==> config.mk <==
export PLATFORM = sky130hd
export DESIGN_NAME = uart_frame_parser
export DESIGN_NICKNAME = d
export VERILOG_FILES = /design/src/rtl/uart_frame_parser.sv
export SDC_FILE = /design/constraint.sdc
export NUM_CORES = 1
export LEC_CHECK = 0
export CAP_MARGIN = 15
export CORE_AREA = 2 2 88 174
export DETAILED_ROUTE_END_ITERATION = 10
export DIE_AREA = 0 0 90 176
export DONT_BUFFER_PORTS = 1
export PLACE_DENSITY = 0.66
export SETUP_SLACK_MARGIN = 0.1
export SLEW_MARGIN = 5
export SYNTH_ARGS = -nofsm -noshare
export SYNTH_HDL_FRONTEND = slang
export SYNTH_SLANG_ARGS = --single-unit
==> constraint.sdc <==
create_clock -name clk -period 6.95 [get_ports clk]
set_input_delay 1.0425 -clock clk [delete_from_list [all_inputs] [get_ports clk]]
set_output_delay 1.0425 -clock clk [all_outputs]
set_load 0.05 [all_outputs]
==> src/rtl/uart_frame_parser.sv <==
// rtl/uart_frame_parser.sv - SOF/CMD/LEN/payload/XOR frame parser behind the UART receiver
// Optional inter-byte timeout is enabled by defining UART_PARSER_TIMEOUT_EN.
module uart_frame_parser #(
  parameter int         MAX_LEN        = 8,
  parameter logic [7:0] SOF            = 8'hAA,
  parameter int         TIMEOUT_CYCLES = 1_000_000
) (
  input  logic                         clk,
  input  logic                         rst,
  input  logic                         rcv,
  input  logic [7:0]                   data_rx,
  output logic                         frame_valid,
  output logic [7:0]                   cmd,
  output logic [$clog2(MAX_LEN+1)-1:0] len,
  output logic [8*MAX_LEN-1:0]         payload,
  output logic                         frame_err,
  output logic [1:0]                   err_code,
  output logic                         busy
);
  localparam int LW = $clog2(MAX_LEN+1);
  localparam int PW = 8*MAX_LEN;

  typedef enum logic [2:0] {S_IDLE, S_CMD, S_LEN, S_DATA, S_CHK} state_t;

  state_t        state_q, state_d;
  logic          rcv_q;
  logic          accept;
  logic          expire;

  logic [7:0]    cmd_sh_q, cmd_sh_d;
  logic [LW-1:0] len_sh_q, len_sh_d;
  logic [PW-1:0] pay_sh_q, pay_sh_d;
  logic [LW-1:0] idx_q, idx_d;
  logic [7:0]    xor_q, xor_d;

  logic [7:0]    cmd_q, cmd_d;
  logic [LW-1:0] len_q, len_d;
  logic [PW-1:0] pay_q, pay_d;
  logic          valid_q, valid_d;
  logic          err_q, err_d;
  logic [1:0]    code_q, code_d;
  logic          busy_q, busy_d;

  // Rising edge of rcv only, so a strobe held high yields a single byte.
  assign accept = rcv & ~rcv_q;

`ifdef UART_PARSER_TIMEOUT_EN
  localparam int CW = $clog2(TIMEOUT_CYCLES+1);
  logic [CW-1:0] tmo_q, tmo_d;

  assign expire = (state_q != S_IDLE) && !accept && (tmo_q == CW'(TIMEOUT_CYCLES-1));
  assign tmo_d  = (accept || state_d == S_IDLE) ? '0 : tmo_q + CW'(1);

  always_ff @(posedge clk or posedge rst) begin
    if (rst) tmo_q <= '0;
    else     tmo_q <= tmo_d;
  end
`else
  localparam int unused_timeout = TIMEOUT_CYCLES;
  assign expire = 1'b0;
`endif

  always_comb begin
    state_d  = state_q;
    cmd_sh_d = cmd_sh_q;
    len_sh_d = len_sh_q;
    pay_sh_d = pay_sh_q;
    idx_d    = idx_q;
    xor_d    = xor_q;
    cmd_d    = cmd_q;
    len_d    = len_q;
    pay_d    = pay_q;
    valid_d  = 1'b0;
    err_d    = 1'b0;
    code_d   = code_q;

    if (expire) begin
      state_d = S_IDLE;
      err_d   = 1'b1;
      code_d  = 2'd3;
    end else if (accept) begin
      unique case (state_q)
        S_IDLE: begin
          if (data_rx == SOF) state_d = S_CMD;
        end
        S_CMD: begin
          cmd_sh_d = data_rx;
          xor_d    = data_rx;
          state_d  = S_LEN;
        end
        S_LEN: begin
          if (data_rx > 8'(MAX_LEN)) begin
            err_d   = 1'b1;
            code_d  = 2'd1;
            state_d = S_IDLE;
          end else begin
            // Cleared for empty frames too, so unused payload bytes read as 0.
            len_sh_d = data_rx[LW-1:0];
            xor_d    = xor_q ^ data_rx;
            pay_sh_d = '0;
            idx_d    = '0;
            state_d  = (data_rx == 8'd0) ? S_CHK : S_DATA;
          end
        end
        S_DATA: begin
          for (int i = 0; i < MAX_LEN; i++) begin
            if (idx_q == LW'(i)) pay_sh_d[8*i +: 8] = data_rx;
          end
          xor_d = xor_q ^ data_rx;
          idx_d = idx_q + LW'(1);
          if (idx_q + LW'(1) == len_sh_q) state_d = S_CHK;
        end
        S_CHK: begin
          if (data_rx == xor_q) begin
            cmd_d   = cmd_sh_q;
            len_d   = len_sh_q;
            pay_d   = pay_sh_q;
            valid_d = 1'b1;
          end else begin
            err_d  = 1'b1;
            code_d = 2'd2;
          end
          state_d = S_IDLE;
        end
        default: state_d = S_IDLE;
      endcase
    end

    busy_d = (state_d != S_IDLE);
  end

  always_ff @(posedge clk or posedge rst) begin
    if (rst) begin
      state_q  <= S_IDLE;
      rcv_q    <= 1'b0;
      cmd_sh_q <= '0;
      len_sh_q <= '0;
      pay_sh_q <= '0;
      idx_q    <= '0;
      xor_q    <= '0;
      cmd_q    <= '0;
      len_q    <= '0;
      pay_q    <= '0;
      valid_q  <= 1'b0;
      err_q    <= 1'b0;
      code_q   <= 2'd0;
      busy_q   <= 1'b0;
    end else begin
      state_q  <= state_d;
      rcv_q    <= rcv;
      cmd_sh_q <= cmd_sh_d;
      len_sh_q <= len_sh_d;
      pay_sh_q <= pay_sh_d;
      idx_q    <= idx_d;
      xor_q    <= xor_d;
      cmd_q    <= cmd_d;
      len_q    <= len_d;
      pay_q    <= pay_d;
      valid_q  <= valid_d;
      err_q    <= err_d;
      code_q   <= code_d;
      busy_q   <= busy_d;
    end
  end

  assign frame_valid = valid_q;
  assign frame_err   = err_q;
  assign err_code    = code_q;
  assign cmd         = cmd_q;
  assign len         = len_q;
  assign payload     = pay_q;
  assign busy        = busy_q;

endmodule

==> flow_metrics.py, run 1 <==
metrics = {
    "worst_setup_path": {
        "crit_path_end_kind": "flop",
        "arrival_ns": 3.24,
        "r2r-start": "xor_q[7]",
        "reg2reg_to": "payload[51]",
        "crit_type": "input port to flop",
        "critPathLaunchType": "input port",
        "crit_fanout": 77,
        "critPathRequiredTime_ns": 7.25,
        "rrSetupSlack_ns": 4.21,
        "ff2ff_path_depth": 6,
    },
    "status": {
        "status": "completed",
    },
    "clock_network": {
        "max-clock-path-buffers": 2,
        "tritoncts": "built",
        "cts_buffers": 17,
        "root_buffer": "clkbuf_16",
        "cts-resized-gates": 0,
        "cts.sinks": 173,
        "post_cts_buffers": 0,
        "cts-hold-fix-buffers": 0,
        "cts.clk_slew.worst_paths_ns": 0.06,
        "clk_latency_ns": 0.42,
        "cts_max_level": 4,
    },
    "logic_synthesis": {
        "yosysWarnings": 0,
        "synth_cell_type_count": 43,
        "syn_nets": 507,
        "synth_common_cells": "dfrtp_1 (173), mux2_2 (124), mux2_1 (29)",
        "yosysTopAreaCell": "dfrtp_1",
        "synthArstFlopShare_pct": 100.0,
        "synth_area_um2": 7097,
        "synth.avg_cell_area_um2": 14.42,
        "synth_edf_count": 0,
        "synth_flop_cell": "dfrtp_1",
        "synth.yosys.seq_area_share_pct": 61.00,
        "synth_area_leaders": "dfrtp_1 (61%), mux2_2 (20%), mux2_1 (4.6%)",
        "synth_seq_cells": 173,
        "yosysTopAreaCellShare_pct": 61.00,
        "synth_cells": 492,
        "synth.most_common_cell": "dfrtp_1",
    },
    "worst_hold_path": {
        "hold-path-endpoint": "payload[11]",
        "min_from": "pay_sh_q[11]",
        "worst_hold_path_type": "flop to flop",
        "min_path_cells": 1,
    },
    "routing": {
        "ant_nets": 0,
        "routed-via-count": 3801,
        "drt_pass1_iterations": 4,
        "wl_per_cell_um": 20.30,
        "drtIter0Drc": 128,
        "vias_per_cell": 5.501,
        "routed_wl_um": 14030,
        "drc": 0,
    },
    "die": {
        "start_util_pct": 49.18,
        "core_um2": 14430,
        "die_h_um": 176,
        "fp.dieW_um": 90,
        "rows": 62,
        "dieArea_um2": 15840,
        "io_pins": 92,
    },
    "pwr": {
        "cellPowerDensity_nw_per_um2": 381.5,
        "p_leak_nw": 3.756,
        "worst_ir_drop_vdd_v": 0.0001702,
        "totalPowerFinal_mw": 2.970,
    },
    "placed_design": {
        "dpl.hpwl_um": 9629,
        "io_buffers": 0,
        "gp_congestion": 0.8200,
    },
    "layout": {
        "multi_input_area_um2": 2609,
        "num_antenna_cells": 0,
        "nFillCells": 1252,
        "seqCellArea_um2": 4329,
        "drive_above_1_share_pct": 34.07,
        "layout.nets": 501,
        "area_growth_syn_to_layout_pct": 9.697,
    },
    "timing": {
        "rsz0062_at_grt": "no",
        "final.period_utilization_pct": 42.19,
        "setup_viol": 0,
        "fmax_ghz": 0.3410,
        "min_period_ns": 2.932,
        "hold_viol_final": 0,
        "worst_pin_slew_ns": 1.022,
        "maxSlewViolCount": 0,
        "relSlewSlack_pct": 31.85,
        "setup_tns_ns": 0,
        "fin_skew_ns": 0.009348,
    },
    "grt": {
        "grt_first_pass_wirelength_um": 22370,
        "grt-ovfl-total": 0,
        "grt_pass1_vias": 3999,
        "grt_antenna_before_repair": 0,
        "grt_max_degree": 92,
        "grt_usage_pct": 18.59,
    },
    "flow_run": {
        "maxCapViolCount": 0,
    },
}
[kinds of logic after synthesis]
logic type / count (synthesis) / synth area share, %
adder cells (fa/ha/maj): 4 / 0.7052
XOR/XNOR: 15 / 1.851
flip-flops: 173 / 61.00
AND/OR/NAND/NOR: 73 / 6.259
buffers and inverters: 33 / 2.327
multiplexers: 154 / 24.42
AO/OA/AOI/OAI: 40 / 3.438
[metrics by stage]
stage                     utilization (%)  instance area, µm²  hold slack (ns)  setup WS, ns  instances
after floorplan                         -                7097           0.4602         1.219        492
after global placement              50.07                7224           0.4706         3.553        659
after detailed placement            50.07                7224           0.4780         3.562        659
after CTS                           53.95                7785           0.4943         4.008        691
after global routing                53.95                7785           0.5010         3.934        691
final                               53.95                7785           0.4883         4.018        691
[area by class of cell]
class / count / share of cell area (%)
inverter: 5 / 0.3054
clock inverter: 14 / 1.559
sequential: 173 / 55.61
multi-input combinational: 286 / 33.51
timing repair buffer: 3 / 0.2893
clock buffer: 18 / 5.641
tap: 192 / 3.086
[report_power, final]
group	switching, mW	internal, mW
clock network	0.413	0.481
registers	0.212	1.25
logic	0.312	0.299
total	0.937	2.03
[layer usage]
metal | vias up | routed length [µm] | global-route usage [%]
met5 | - | 0 | 0
met3 | 21 | 567 | 5.292
li1 | 1723 | - | -
met2 | 83 | 7795 | 33.90
met4 | 0 | 286 | 7.564
met1 | 1974 | 5379 | 20.13
[flip-flops by register name (all words and copies together), names as in the netlist, 2 cells and up]
| register | count |
|---|---|
| len_sh_q | 4 |
| xor_q | 8 |
| idx_q | 4 |
| err_code | 2 |
| state_q | 3 |
| payload | 64 |
| pay_sh_q | 64 |
| len | 4 |
| cmd_sh_q | 8 |
| cmd | 8 |
[worst max-delay path, cell delays in order]
cell	delay, ns
xor2_1	0.17
nor4_1	0.41
nand2_1	0.17
nor3_4	0.17
buf_4	0.74
mux2_2	0.42
[worst max path at each step]
stage	from	endpoint	slack, ns
floorplan	rst	busy	1.22
global placement	data_rx[7]	payload[53]	3.55
detailed placement	data_rx[7]	payload[38]	3.56
CTS	data_rx[7]	payload[38]	4.01
global route	data_rx[7]	payload[52]	3.93
finish	data_rx[7]	payload[51]	4.02
[layout by cell type (no fill, tap or decap), types with 7 or more instances in the layout]
cell type	instances
nor2_4	7
clkbuf_16	17
dfrtp_1	173
a31oi_1	9
and2_1	9
xor2_1	11
nor2_1	7
nand2_1	18
mux2_1	29
mux2_2	124
nand2b_1	10
a21oi_1	16
inv_6	9
Note: power is estimated with default switching activity, not from simulation.
==> run 2: changes to the inputs <==
==> constraint.sdc (replaced) <==
create_clock -name clk -period 2.85 [get_ports clk]
set_input_delay 0.4275 -clock clk [delete_from_list [all_inputs] [get_ports clk]]
set_output_delay 0.4275 -clock clk [all_outputs]
set_load 0.05 [all_outputs]
==> run 2 against run 1 <==
Hold slack worse by 0.45 ns. Core utilization up 0.83 points. Flip-flop and latch count is the same. Sequential share of layout area decreased by 0.84 points. First-iteration DRC count is 7.8% higher. Register-to-register slack got worse by 3.7 ns. Clock power rose to 2.7 times the previous value. Largest power group unchanged. Non-clock buffer count is 6 higher. Worst setup slack lost 3.5 ns. Total power grew to 2.5 times the previous value.
==> flow_metrics.py, run 2 (synthesized netlist as in run 1, its figures left out) <==
metrics = {
    "pwr": {
        "p_leak_nw": 3.801,
        "cellPowerDensity_nw_per_um2": 941.2,
        "worst_ir_drop_vdd_v": 0.0005155,
    },
    "placed_design": {
        "place_inst": 664,
        "dpl.hpwl_um": 9791,
        "io_buffers": 0,
        "gp_congestion": 0.8271,
    },
    "timing": {
        "min_period_ns": 2.313,
        "rsz0062_at_grt": "no",
        "relSlewSlack_pct": 57.75,
        "setup_tns_ns": 0,
        "maxSlewViolCount": 0,
        "setup_viol": 0,
        "final.period_utilization_pct": 81.15,
        "fmax_ghz": 0.4324,
        "hold_viol_final": 0,
        "worst_pin_slew_ns": 0.6337,
        "fin_skew_ns": 0.009307,
    },
    "grt": {
        "grt_pass1_vias": 4197,
        "grt_use_met2_pct": 33.36,
        "grt_max_degree": 114,
        "grt.busiest_layer": "met2",
        "grt_first_pass_wirelength_um": 22780,
        "grt_antenna_before_repair": 0,
        "grt_usage_pct": 18.76,
        "grt_use_met1_pct": 20.62,
        "grt-ovfl-total": 0,
        "use_met3_pct": 4.652,
    },
    "routing": {
        "routed-via-count": 3840,
        "drc": 0,
        "vias_per_cell": 5.509,
        "drtIter0Drc": 138,
        "wl_per_cell_um": 20.34,
        "drt_pass1_iterations": 4,
        "routed_wl_um": 14180,
        "ant_nets": 0,
    },
    "worst_setup_path": {
        "crit_type": "flop to flop",
        "arrival_ns": 2.61,
        "crit_path_end_kind": "flop",
        "critPathRequiredTime_ns": 3.15,
        "critPathLaunchType": "flop",
        "ff2ff_path_depth": 6,
        "crit_fanout": 30,
    },
    "layout": {
        "final_cell_mix": "dfrtp_1 (173), mux2_2 (124), mux2_1 (29)",
        "final_common_cell": "dfrtp_1",
        "layoutNonFillerInstCount": 697,
        "drive_above_1_share_pct": 34.46,
        "area_growth_syn_to_layout_pct": 11.39,
        "layout.nets": 507,
        "nFillCells": 1255,
        "num_antenna_cells": 0,
    },
    "die": {
        "io_pins": 92,
        "die_h_um": 176,
        "rows": 62,
        "start_util_pct": 49.18,
        "fp.dieW_um": 90,
        "core_um2": 14430,
        "dieArea_um2": 15840,
    },
    "clock_network": {
        "cts.sinks": 173,
        "cts-resized-gates": 0,
        "tritoncts": "built",
        "post_cts_buffers": 0,
        "root_buffer": "clkbuf_16",
        "max-clock-path-buffers": 2,
        "cts_max_level": 4,
        "cts_buffers": 17,
        "cts.clk_slew.worst_paths_ns": 0.07,
        "cts-hold-fix-buffers": 1,
        "clk_latency_ns": 0.42,
    },
    "worst_hold_path": {
        "worst_hold_path_type": "input port to flop",
        "min_path_cells": 0,
    },
    "flow_run": {
        "maxCapViolCount": 0,
    },
    "status": {
        "status": "completed",
    },
}
-- run 2: cell count changes in the layout (fill, tap and decap cells not counted), sizes merged --
cell / delta
buf: +5
inv: -5
bufinv: +3
clkinvlp: +3
clkinv: -1
dlygate4sd3: +1
-- run 2: final cells by class --
cell class	instances	area, µm²	area share, %
clock inverter	14	180.2	2.279
clock buffer	18	429.2	5.429
timing repair buffer	9	95.09	1.203
sequential	173	4329	54.76
tap	192	240.2	3.039
inverter	5	22.52	0.2849
multi-input combinational	286	2609	33.00
-- run 2: power breakdown --
| group | leakage [nW] | switching (mW) | total (mW) | internal [mW] |
|---|---|---|---|---|
| clock | 0.286 | 0.971 | 2.37 | 1.40 |
| combinational | 1.20 | 0.758 | 1.50 | 0.738 |
| sequential | 2.31 | 0.518 | 3.58 | 3.06 |
-- run 2: critical path, cell delays in order, from the launching register on --
cell and delay [ns]:
dfrtp_1 0.44, xor2_1 0.16, nor4_1 0.39, nand2_1 0.16, nor3_4 0.24, buf_4 0.40, mux2_2 0.38
-- run 2: metal layers --
metal	up-vias	part of all wire (%)
met5	-	0
met4	0	3.5
met3	25	4.2
met2	110	54
met1	1981	38
li1	1724	-
-- run 2: worst paths after layout --
path / from / endpoint / slack (ns)
worst max register to register: xor_q[2] / payload[40] / 0.54
worst min-delay path: rcv / rcv_q / 0.04
worst min register to register: pay_sh_q[4] / payload[4] / 0.49
max in group asynchronous: rst / pay_sh_q[27] / 1.43
min in group asynchronous: rst / payload[14] / 0.48
worst max-delay path: xor_q[2] / payload[40] / 0.54
-- run 2: metrics by stage --
stage	setup slack, ns	util (%)	power, mW	hold slack (ns)	cell area, µm²
after floorplan	0.2118	-	4.704	0.4589	7101
after global placement	0.4306	50.49	5.056	0.3091	7286
after detailed placement	0.3856	50.49	5.133	0.3136	7286
after CTS	0.5385	54.79	7.543	0.01153	7905
after global routing	0.3799	54.79	7.856	0.009809	7905
final	0.5372	54.79	7.441	0.03622	7905
